[src/rtl/count_sequence_tracker.sv]
// Tracks position within a fixed 18-entry skip/reverse count sequence from observed digits.
// Keeps a candidate-index mask and reports lock, recovered index, step size and inconsistency.
module count_sequence_tracker #(
  parameter int SEQ_LEN = 18
) (
  input  logic       iClk,
  input  logic       iRst,
  input  logic       iValid,
  input  logic [3:0] iV,
  output logic [4:0] oState,
  output logic       oLocked,
  output logic [1:0] oStep,
  output logic       oStepValid,
  output logic       oErr
);

  logic [SEQ_LEN-1:0] r_cand;
  logic [SEQ_LEN-1:0] w_match;
  logic [SEQ_LEN-1:0] w_succ;
  logic [SEQ_LEN-1:0] w_next;
  logic               w_miss;
  logic               w_onehot;
  logic [4:0]         w_idx;
  logic [5:0]         w_diff;
  logic [1:0]         w_step;

  function automatic logic [3:0] f_digit(input logic [4:0] idx);
    case (idx)
      5'd0:    f_digit = 4'd7;
      5'd1:    f_digit = 4'd0;
      5'd2:    f_digit = 4'd8;
      5'd3:    f_digit = 4'd6;
      5'd4:    f_digit = 4'd5;
      5'd5:    f_digit = 4'd2;
      5'd6:    f_digit = 4'd6;
      5'd7:    f_digit = 4'd4;
      5'd8:    f_digit = 4'd7;
      5'd9:    f_digit = 4'd5;
      5'd10:   f_digit = 4'd4;
      5'd11:   f_digit = 4'd1;
      5'd12:   f_digit = 4'd2;
      5'd13:   f_digit = 4'd9;
      5'd14:   f_digit = 4'd5;
      5'd15:   f_digit = 4'd7;
      5'd16:   f_digit = 4'd8;
      5'd17:   f_digit = 4'd9;
      default: f_digit = 4'd15;
    endcase
  endfunction

  // Match mask for the observed digit and the set of reachable successors of every candidate.
  always_comb begin
    w_match = '0;
    w_succ  = '0;
    for (int i = 0; i < SEQ_LEN; i++) begin
      if (f_digit(5'(i)) == iV) w_match[5'(i)] = 1'b1;
      if (r_cand[5'(i)]) begin
        w_succ[5'((i + 1) % SEQ_LEN)]           = 1'b1;
        w_succ[5'((i + SEQ_LEN - 1) % SEQ_LEN)] = 1'b1;
        w_succ[5'((i + 2) % SEQ_LEN)]           = 1'b1;
        w_succ[5'((i + SEQ_LEN - 2) % SEQ_LEN)] = 1'b1;
      end
    end
  end

  always_comb begin
    w_miss   = (r_cand != '0) && ((w_succ & w_match) == '0);
    w_next   = ((r_cand == '0) || w_miss) ? w_match : (w_succ & w_match);
    w_onehot = (w_next != '0) && ((w_next & (w_next - 1'b1)) == '0);
    w_idx    = '0;
    for (int i = 0; i < SEQ_LEN; i++) begin
      if (w_next[5'(i)]) w_idx = 5'(i);
    end
  end

  // Modular index difference; successors only ever land at +-1 or +-2.
  always_comb begin
    w_diff = {1'b0, w_idx} + 6'(SEQ_LEN) - {1'b0, oState};
    if (w_diff >= 6'(SEQ_LEN)) w_diff = w_diff - 6'(SEQ_LEN);
    case (w_diff)
      6'd1:    w_step = 2'b00;
      6'd2:    w_step = 2'b10;
      6'(SEQ_LEN - 1): w_step = 2'b01;
      default: w_step = 2'b11;
    endcase
  end

  always_ff @(posedge iClk or posedge iRst) begin
    if (iRst) begin
      r_cand     <= '0;
      oState     <= '0;
      oLocked    <= 1'b0;
      oStep      <= 2'b00;
      oStepValid <= 1'b0;
      oErr       <= 1'b0;
    end else begin
      oStepValid <= 1'b0;
      oErr       <= 1'b0;
      if (iValid) begin
        r_cand  <= w_next;
        oLocked <= w_onehot;
        oErr    <= w_miss;
        if (w_onehot) oState <= w_idx;
        if (oLocked && w_onehot && !w_miss) begin
          oStepValid <= 1'b1;
          oStep      <= w_step;
        end
      end
    end
  end

endmodule

[config.mk]
export PLATFORM = sky130hd
export DESIGN_NAME = count_sequence_tracker
export DESIGN_NICKNAME = d
export VERILOG_FILES = /design/src/rtl/count_sequence_tracker.sv
export SDC_FILE = /design/constraint.sdc
export NUM_CORES = 1
export LEC_CHECK = 0
export BUFFER_PORTS_ARGS = -buffer_cell sky130_fd_sc_hd__buf_4
export CORE_ASPECT_RATIO = 1.1
export CORE_MARGIN = 1
export CORE_UTILIZATION = 35
export CTS_CLUSTER_DIAMETER = 60
export DETAILED_ROUTE_END_ITERATION = 16
export HOLD_SLACK_MARGIN = 0.08
export SETUP_SLACK_MARGIN = 0.02
export SLEW_MARGIN = 10
export SYNTH_ARGS = -nofsm -noshare
export SYNTH_HDL_FRONTEND = slang
export SYNTH_SLANG_ARGS = --single-unit
export TNS_END_PERCENT = 10
[constraint.sdc]
create_clock -name iClk -period 4.53 [get_ports iClk]
set_clock_uncertainty 0.05 [all_clocks]
set_input_delay 0.906 -clock iClk [delete_from_list [all_inputs] [get_ports iClk]]
set_output_delay 0.906 -clock iClk [all_outputs]
set_load 0.005 [all_outputs]
Yosys cells after proc, flatten, opt, wreduce, memory -nomap -nowiden
Cells that the tools add are included.
{ "totals": {"input_bits": 7, "register_bits": 28, "output_inout_bits": 10} }
{ "op_classes": {"magnitude_cmp": 1, "n_reduce_logical": 14, "addsub": 4, "n_eq_ne": 11, "n_bitwise": 2, "muxes": 60} }
{ "ops": {"columns": ["op", "count"], "rows": [
  ["$mux 5", 14],
  ["$mux 2", 28],
  ["$logic_not 18->1", 3],
  ["$reduce_bool 18->1", 2],
  ["$and 16x18->18", 1],
  ["$sub 16x1->17 const B", 1],
  ["$and 16x16->16", 1],
  ["$eq 3x4->1 const A", 4],
  ["$mux 16", 1],
  ["$mux 1", 15],
  ["$eq 4x4->1 const A", 2],
  ["$add 5x5->6 const B", 1],
  ["$eq 6x1->1 const B", 1],
  ["$eq 6x2->1 const B", 1],
  ["$eq 6x5->1 const B", 1],
  ["$ge 6x5->1 const B", 1],
  ["$mux 6", 1],
  ["$pmux 2 s3", 1],
  ["$sub 6x5->6", 1],
  ["$sub 6x5->6 const B", 1],
  ["$eq 1x4->1 const A", 1],
  ["$eq 2x4->1 const A", 1],
  ["$logic_and 1x1->1", 4],
  ["$logic_not 4->1", 1],
  ["other kinds (3)", 4]
]} }

Longest topological paths before layout
{ "logic_depth": {"depth_word": 41, "ltp_mapped": 25, "mapped_depth_nobuf": 22} }

Worst setup path after synthesis
OpenSTA, ideal clock, no wires.
{ "synth_timing": {"path_kind": "in2reg", "startpoint": "input iV[2]", "endpoint": "register oStep[1]", "setup_time_ns": 0.139, "stages": 22, "arrival_ns": 4.872, "path_slack_ns": -0.531, "required_ns": 4.341, "path_cell_list": "or4_1 -> nor2_1 -> o221ai_2 -> or4b_4 -> buf_6 -> a311oi_2 -> o211ai_1 -> a21oi_1 -> nor3_1 -> nor3_1 -> ha_1 -> inv_1 -> ha_1 -> inv_1 -> fa_1 -> ha_1 -> nand2_1 -> o22ai_1 -> a22o_1 -> o21ai_0 -> a2111oi_0 -> mux2i_1"} }
{ "synth_between": {"elab_chain_len": 28, "word_cells_on_any_way": 56} }
{ "synth_rtl": {"columns": ["item", "line_no", "source"], "rows": [
  ["start: declaration", "9", "input logic [3:0] iV,"],
  ["$eq 3x4->1, or another cell as far along", "56", "if (f_digit(5'(i)) == iV) w_match[5'(i)] = 1'b1;"],
  ["$mux 1", "56", null],
  ["$and 16x16->16", "67, 68", null],
  ["$logic_not 18->1", "67", "w_miss = (r_cand != '0) && ((w_succ & w_match) == '0);"],
  ["$logic_and 1x1->1", "67", null],
  ["$logic_or 1x1->1", "68", "w_next = ((r_cand == '0) || w_miss) ? w_match : (w_succ & w_match);"],
  ["$mux 16", "68", null],
  ["$mux 1", "72", "if (w_next[5'(i)]) w_idx = 5'(i);"],
  ["$mux 5 (14 in series)", "72", null],
  ["$add 5x5->6", "78", "w_diff = {1'b0, w_idx} + 6'(SEQ_LEN) - {1'b0, oState};"],
  ["$sub 6x5->6", "78", null],
  ["$sub 6x5->6 or $ge 6x5->1 (tied branches)", "79", "if (w_diff >= 6'(SEQ_LEN)) w_diff = w_diff - 6'(SEQ_LEN);"],
  ["$mux 6", "79", null],
  ["$eq 6x5->1, or another cell as far along", "80", "case (w_diff)"],
  ["$pmux 2 s3", "80", null],
  ["end signal: assignment", "106", "oStep <= w_step;"],
  ["end: declaration", "12", "output logic [1:0] oStep,"]
]} }
Several ways; a longest one is shown, not always the timed one.
A chain may end at the register's enable or synchronous reset.

Worst setup path after layout
{ "layout_timing": {"startpoint": "input iV[1]", "endpoint": "register oStep[1]"} }
{ "layout_between": {"word_cells_on_any_way": 56} }
{ "layout_lines": {"columns": ["item", "line_no", "source"], "rows": [
  ["$eq 3x4->1, or another cell as far along", "56", null],
  ["$mux 1", "56", null],
  ["$and 16x16->16", "67, 68", null],
  ["$logic_not 18->1", "67", null],
  ["$logic_and 1x1->1", "67", null],
  ["$logic_or 1x1->1", "68", null],
  ["$mux 16 (*)", "68", null],
  ["$mux 5 (12 in series)", "72", null],
  ["$mux 5 (*)", "72", null],
  ["via w_idx[2]", "23", "logic [4:0] w_idx;"],
  ["$add 5x5->6 (*)", "78", null],
  ["$sub 6x5->6 (*)", "78", null],
  ["$sub 6x5->6 or $ge 6x5->1 (tied branches)", "79", null],
  ["$mux 6 (*)", "79", null],
  ["$eq 6x5->1, or another cell as far along", "80", null],
  ["$pmux 2 s3 (*)", "80", null]
]} }
Mark *: on every way through the listed nets, which the timed path passes. The rest lies on a longest branch.

==> impl_metrics.csv <==
group,metric,value,unit
grt,grt_start_max_net_pins,26,
placement,pre_cts_setup_slack,-0.965,ns
final_layout,num_antenna_cells,0,
final_layout,final.fill_count,549,
routing,finalWirelength,6.74,mm
synthesis,yosys_warnings,0,
grt,globalRoute.totalOverflow,0,
timing,finalHoldWorstSlack,0.490,ns
timing,worst-slew-pin-transition,0.973,ns
placement,place.detailed.instances,392,
final_layout,layout.nets,347,
routing,vias_per_cell,5.44,
worst_hold_path,holdPathStages,2,
grt,grtUsageMet3,3.76,%
status,violations_in_the_final_reports,"negative setup slack",
floorplanning,die_area,6280,sq um
synthesis,yosys_register_bits,25,
clock_tree,clock_tree.buffer_depth,2,
setup_path,timing.reg2reg.worst_path_depth,24,
grt,number_of_global_route_vias_before_repair,2180,
setup_path,cp_max_fo,8,
synthesis,synth-edff-count,0,
timing,timing_max_transition_violations_final,0,
synthesis,post_synth_main_area_contributors,"sky130_fd_sc_hd__dfrtp_1, sky130_fd_sc_hd__mux2_2, sky130_fd_sc_hd__ha_1",
floorplanning,initial_utilization,36.2,%
timing,final_setup_violating_endpoints,2,
setup_path,crit_end,"oStep[1]",
routing,drtAntennaViolNets,0,
grt,grt_pass1_wl,10.5,mm
setup_path,reg2reg_setup_slack,-0.18,ns
floorplanning,boundaryPins,17,
setup_path,startpoint,"iV[1]",
synthesis,gate_count_after_technology_mapping,239,
worst_hold_path,holdCritPathClass,"register to register",
clock_tree,cts_tree,"yes",
setup_path,crit_path_cell_trace,"buf_4, buf_4, or2b_2, a211o_2, o221ai_2, or4b_4, buf_4, buf_4, o21bai_1, or3b_2, nand2_2, ha_1, ha_1, a21o_1, a21oi_4, xor2_2, buf_4, o22ai_1, a22o_1, o21ai_2, a2111oi_2, mux2i_1",
timing,maxClockFrequency,0.204,GHz
clock_tree,clkLatencyLatePin,0.29,ns
grt,top_usage_layer,"met2",
setup_path,r2r-start,"r_cand[12]",
synthesis,synthesized_cell_area,2090,sq um
synthesis,async_flop_share,100,%
setup_path,timing.critical_path.slowest_stage_cell,"sky130_fd_sc_hd__or3b_2",
clock_tree,clk_root_buffer_cell,"sky130_fd_sc_hd__clkbuf_8",
synthesis,ys_seq_area_share,29.9,%
pwr,cellPowerDensity,458,nW/um^2
final_layout,areaGrowthSynthToFinish,46.5,%
setup_path,arrival_time_of_the_worst_setup_path,5.03,ns
placement,post-dp-hpwl,5.00,mm
setup_path,critical_register_to_register_path_endpoint,"oStep[1]",
pwr,static-leakage-power,0.00148,uW
final_layout,layoutNonFillerInstCount,407,
synthesis,yosys.area.top_type_share,29.9,%
clock_tree,numClockSinks,25,
grt,grt.met2_usage,37.2,%
clock_tree,cts-hold-fix-buffers,0,
setup_path,path_class,"input port to register",
setup_path,required,4.66,ns
setup_path,cp_slowest_stage_delay,0.47,ns
final_layout,most_common_library_cell_in_the_layout_ignoring_fill_and_taps,"sky130_fd_sc_hd__buf_4",
routing,vias,2216,
timing,slew_headroom,35.0,%
grt,grt_antenna_before_repair,0,
placement,place.gp.congestion,0.913,
setup_path,startpoint_type,"input port",
timing,layout_setup_ws,-0.373,ns
clock_tree,cts-buffers-inserted,3,
floorplanning,core_region_area,5770,sq um
setup_path,critPathMostFrequentCell,"sky130_fd_sc_hd__buf_4",
floorplanning,rows,29,
run,timing.max_cap.violations,0,
timing,period_needed,4.90,ns
synthesis,yosys.area.top_type,"sky130_fd_sc_hd__dfrtp_1",
synthesis,count_of_cell_types_in_the_netlist,67,
floorplanning,die_w,75.7,um
final_layout,post_route_cells_drive_above_1_share,52.1,%
synthesis,synthFlopType,"sky130_fd_sc_hd__dfrtp_1",
timing,hold_violations,0,
setup_path,end_kind,"register",
pwr,power.total,1400,uW
routing,drc_errors,0,
final_layout,mostFrequentLayoutCells,"sky130_fd_sc_hd__buf_4, sky130_fd_sc_hd__dfrtp_1, sky130_fd_sc_hd__nor2_1, sky130_fd_sc_hd__nand2_1, sky130_fd_sc_hd__inv_1",
floorplanning,chipHeight,83.0,um
pwr,vdd_ir_drop_max,0.577,mV
routing,detail_route.iter0.violations,180,
timing,min_period_over_period,108,%
routing,drtPass1Iterations,4,
clock_tree,cts_htree_levels,1,
grt,grtUsageMet1,27.6,%
synthesis,syn_area_per_cell,8.74,sq um
placement,io_buffers,15,
clock_tree,clkSlewWorstSetupHoldPaths,0.11,ns
status,result_of_the_run,"finished, violations left",
grt,grt_usage,22.4,%
timing,setup_repair_after_global_routing_missed_its_margin,"yes",
routing,detail_route.wl_per_cell,16.6,um
synthesis,synth_fp_nets,255,
[routing by layer]
| metal | part of all wire [%] | up-vias |
|---|---|---|
| met5 | 0 | - |
| met4 | 2.6 | 0 |
| met3 | 4.7 | 17 |
| met2 | 51 | 71 |
| met1 | 42 | 1066 |
| li1 | - | 1062 |
[power breakdown]
part           leakage [uW]  total (uW)  switching (uW)  internal [uW]
logic               0.00112         971             463            508
clock network     0.0000261         152            86.9           64.9
registers          0.000325         280            26.8            254
total               0.00148        1400             577            826
[state kept, by name (all words and copies together) (netlist names)]
register / count
oState: 4
r_cand: 16
oLocked: 1
oErr: 1
oStep: 2
oStepValid: 1
[area by class of cell]
| cell class | instances | area, sq um | area share (%) |
|---|---|---|---|
| multi-input combinational | 184 | 1460 | 47.7 |
| timing repair buffer | 101 | 769 | 25.1 |
| sequential | 25 | 626 | 20.4 |
| tap | 77 | 96.3 | 3.15 |
| inverter | 16 | 60.1 | 1.96 |
| clock buffer | 3 | 41.3 | 1.35 |
| clock inverter | 1 | 8.76 | 0.286 |
[worst min path at each step]
| stage | from | endpoint | slack, ns |
|---|---|---|---|
| detailed placement | oStep[1] | oStep[1] | 0.48 |
| CTS | oStep[0] | oStep[0] | 0.49 |
| global placement | oStep[0] | oStep[0] | 0.47 |
| global route | oState[2] | oState[2] | 0.53 |
| floorplan | r_cand[1] | r_cand[1] | 0.43 |
| finish | oStep[0] | oStep[0] | 0.49 |
[Yosys cell counts, drive strengths merged, types with 2 or more instances]
| cell | instances |
|---|---|
| inv | 16 |
| o22ai | 2 |
| ha | 8 |
| a311oi | 2 |
| or2 | 3 |
| o2bb2ai | 2 |
| buf | 7 |
| nor4b | 2 |
| nor2b | 4 |
| mux2i | 3 |
| a211oi | 3 |
| or2b | 2 |
| nor3 | 6 |
| clkbuf | 7 |
| a21o | 7 |
| o221ai | 2 |
| mux2 | 9 |
| nand2 | 21 |
| o21ai | 16 |
| or4b | 2 |
| nand2b | 3 |
| dfrtp | 25 |
| a31oi | 3 |
| xor2 | 2 |
| nor2 | 21 |
| o211ai | 2 |
| or4 | 3 |
| nor4 | 8 |
| a21oi | 16 |
| nand3 | 7 |
[cell families (layout without fill, tap and decap cells)]
logic type | count (synthesis) | count (layout) | share of synthesized area, %
and+or+nand+nor | 90 | 90 | 24.6
AOI/OAI and AO/OA | 69 | 69 | 23.9
buffers and inverters | 30 | 121 | 8.08
DFF | 25 | 25 | 29.9
muxes | 12 | 12 | 6.29
adders and majority gates | 9 | 9 | 5.75
xor gates and xnor gates | 3 | 3 | 1.26
other | 1 | 1 | 0.179
[through the flow]
step | setup TNS (ns) | area (sq um) | util, %
floorplan | -1.02 | 2090 | -
global placement | -1.53 | 2750 | 47.7
detailed placement | -1.79 | 2750 | 47.7
CTS | -1.03 | 2930 | 50.8
global route | -1.15 | 3060 | 53.1
finish | -0.745 | 3060 | 53.1
[critical path: cells and delay by family]
kind / cells / cell delay [ns]
xor+xnor: 1 / 0.12
mux: 1 / 0.11
simple gates: 4 / 1.07
fa+ha+maj: 2 / 0.54
buf+inv: 5 / 0.69
compound gates: 9 / 1.59
[repair_timing]
item	in CTS	in global routing
setup buffers	7	4
gates resized for setup	22	24
pin swaps	16	19
endpoints found under the hold margin	0	0
endpoints found under the setup margin	2	2
Power figures use the tool's default switching activity.
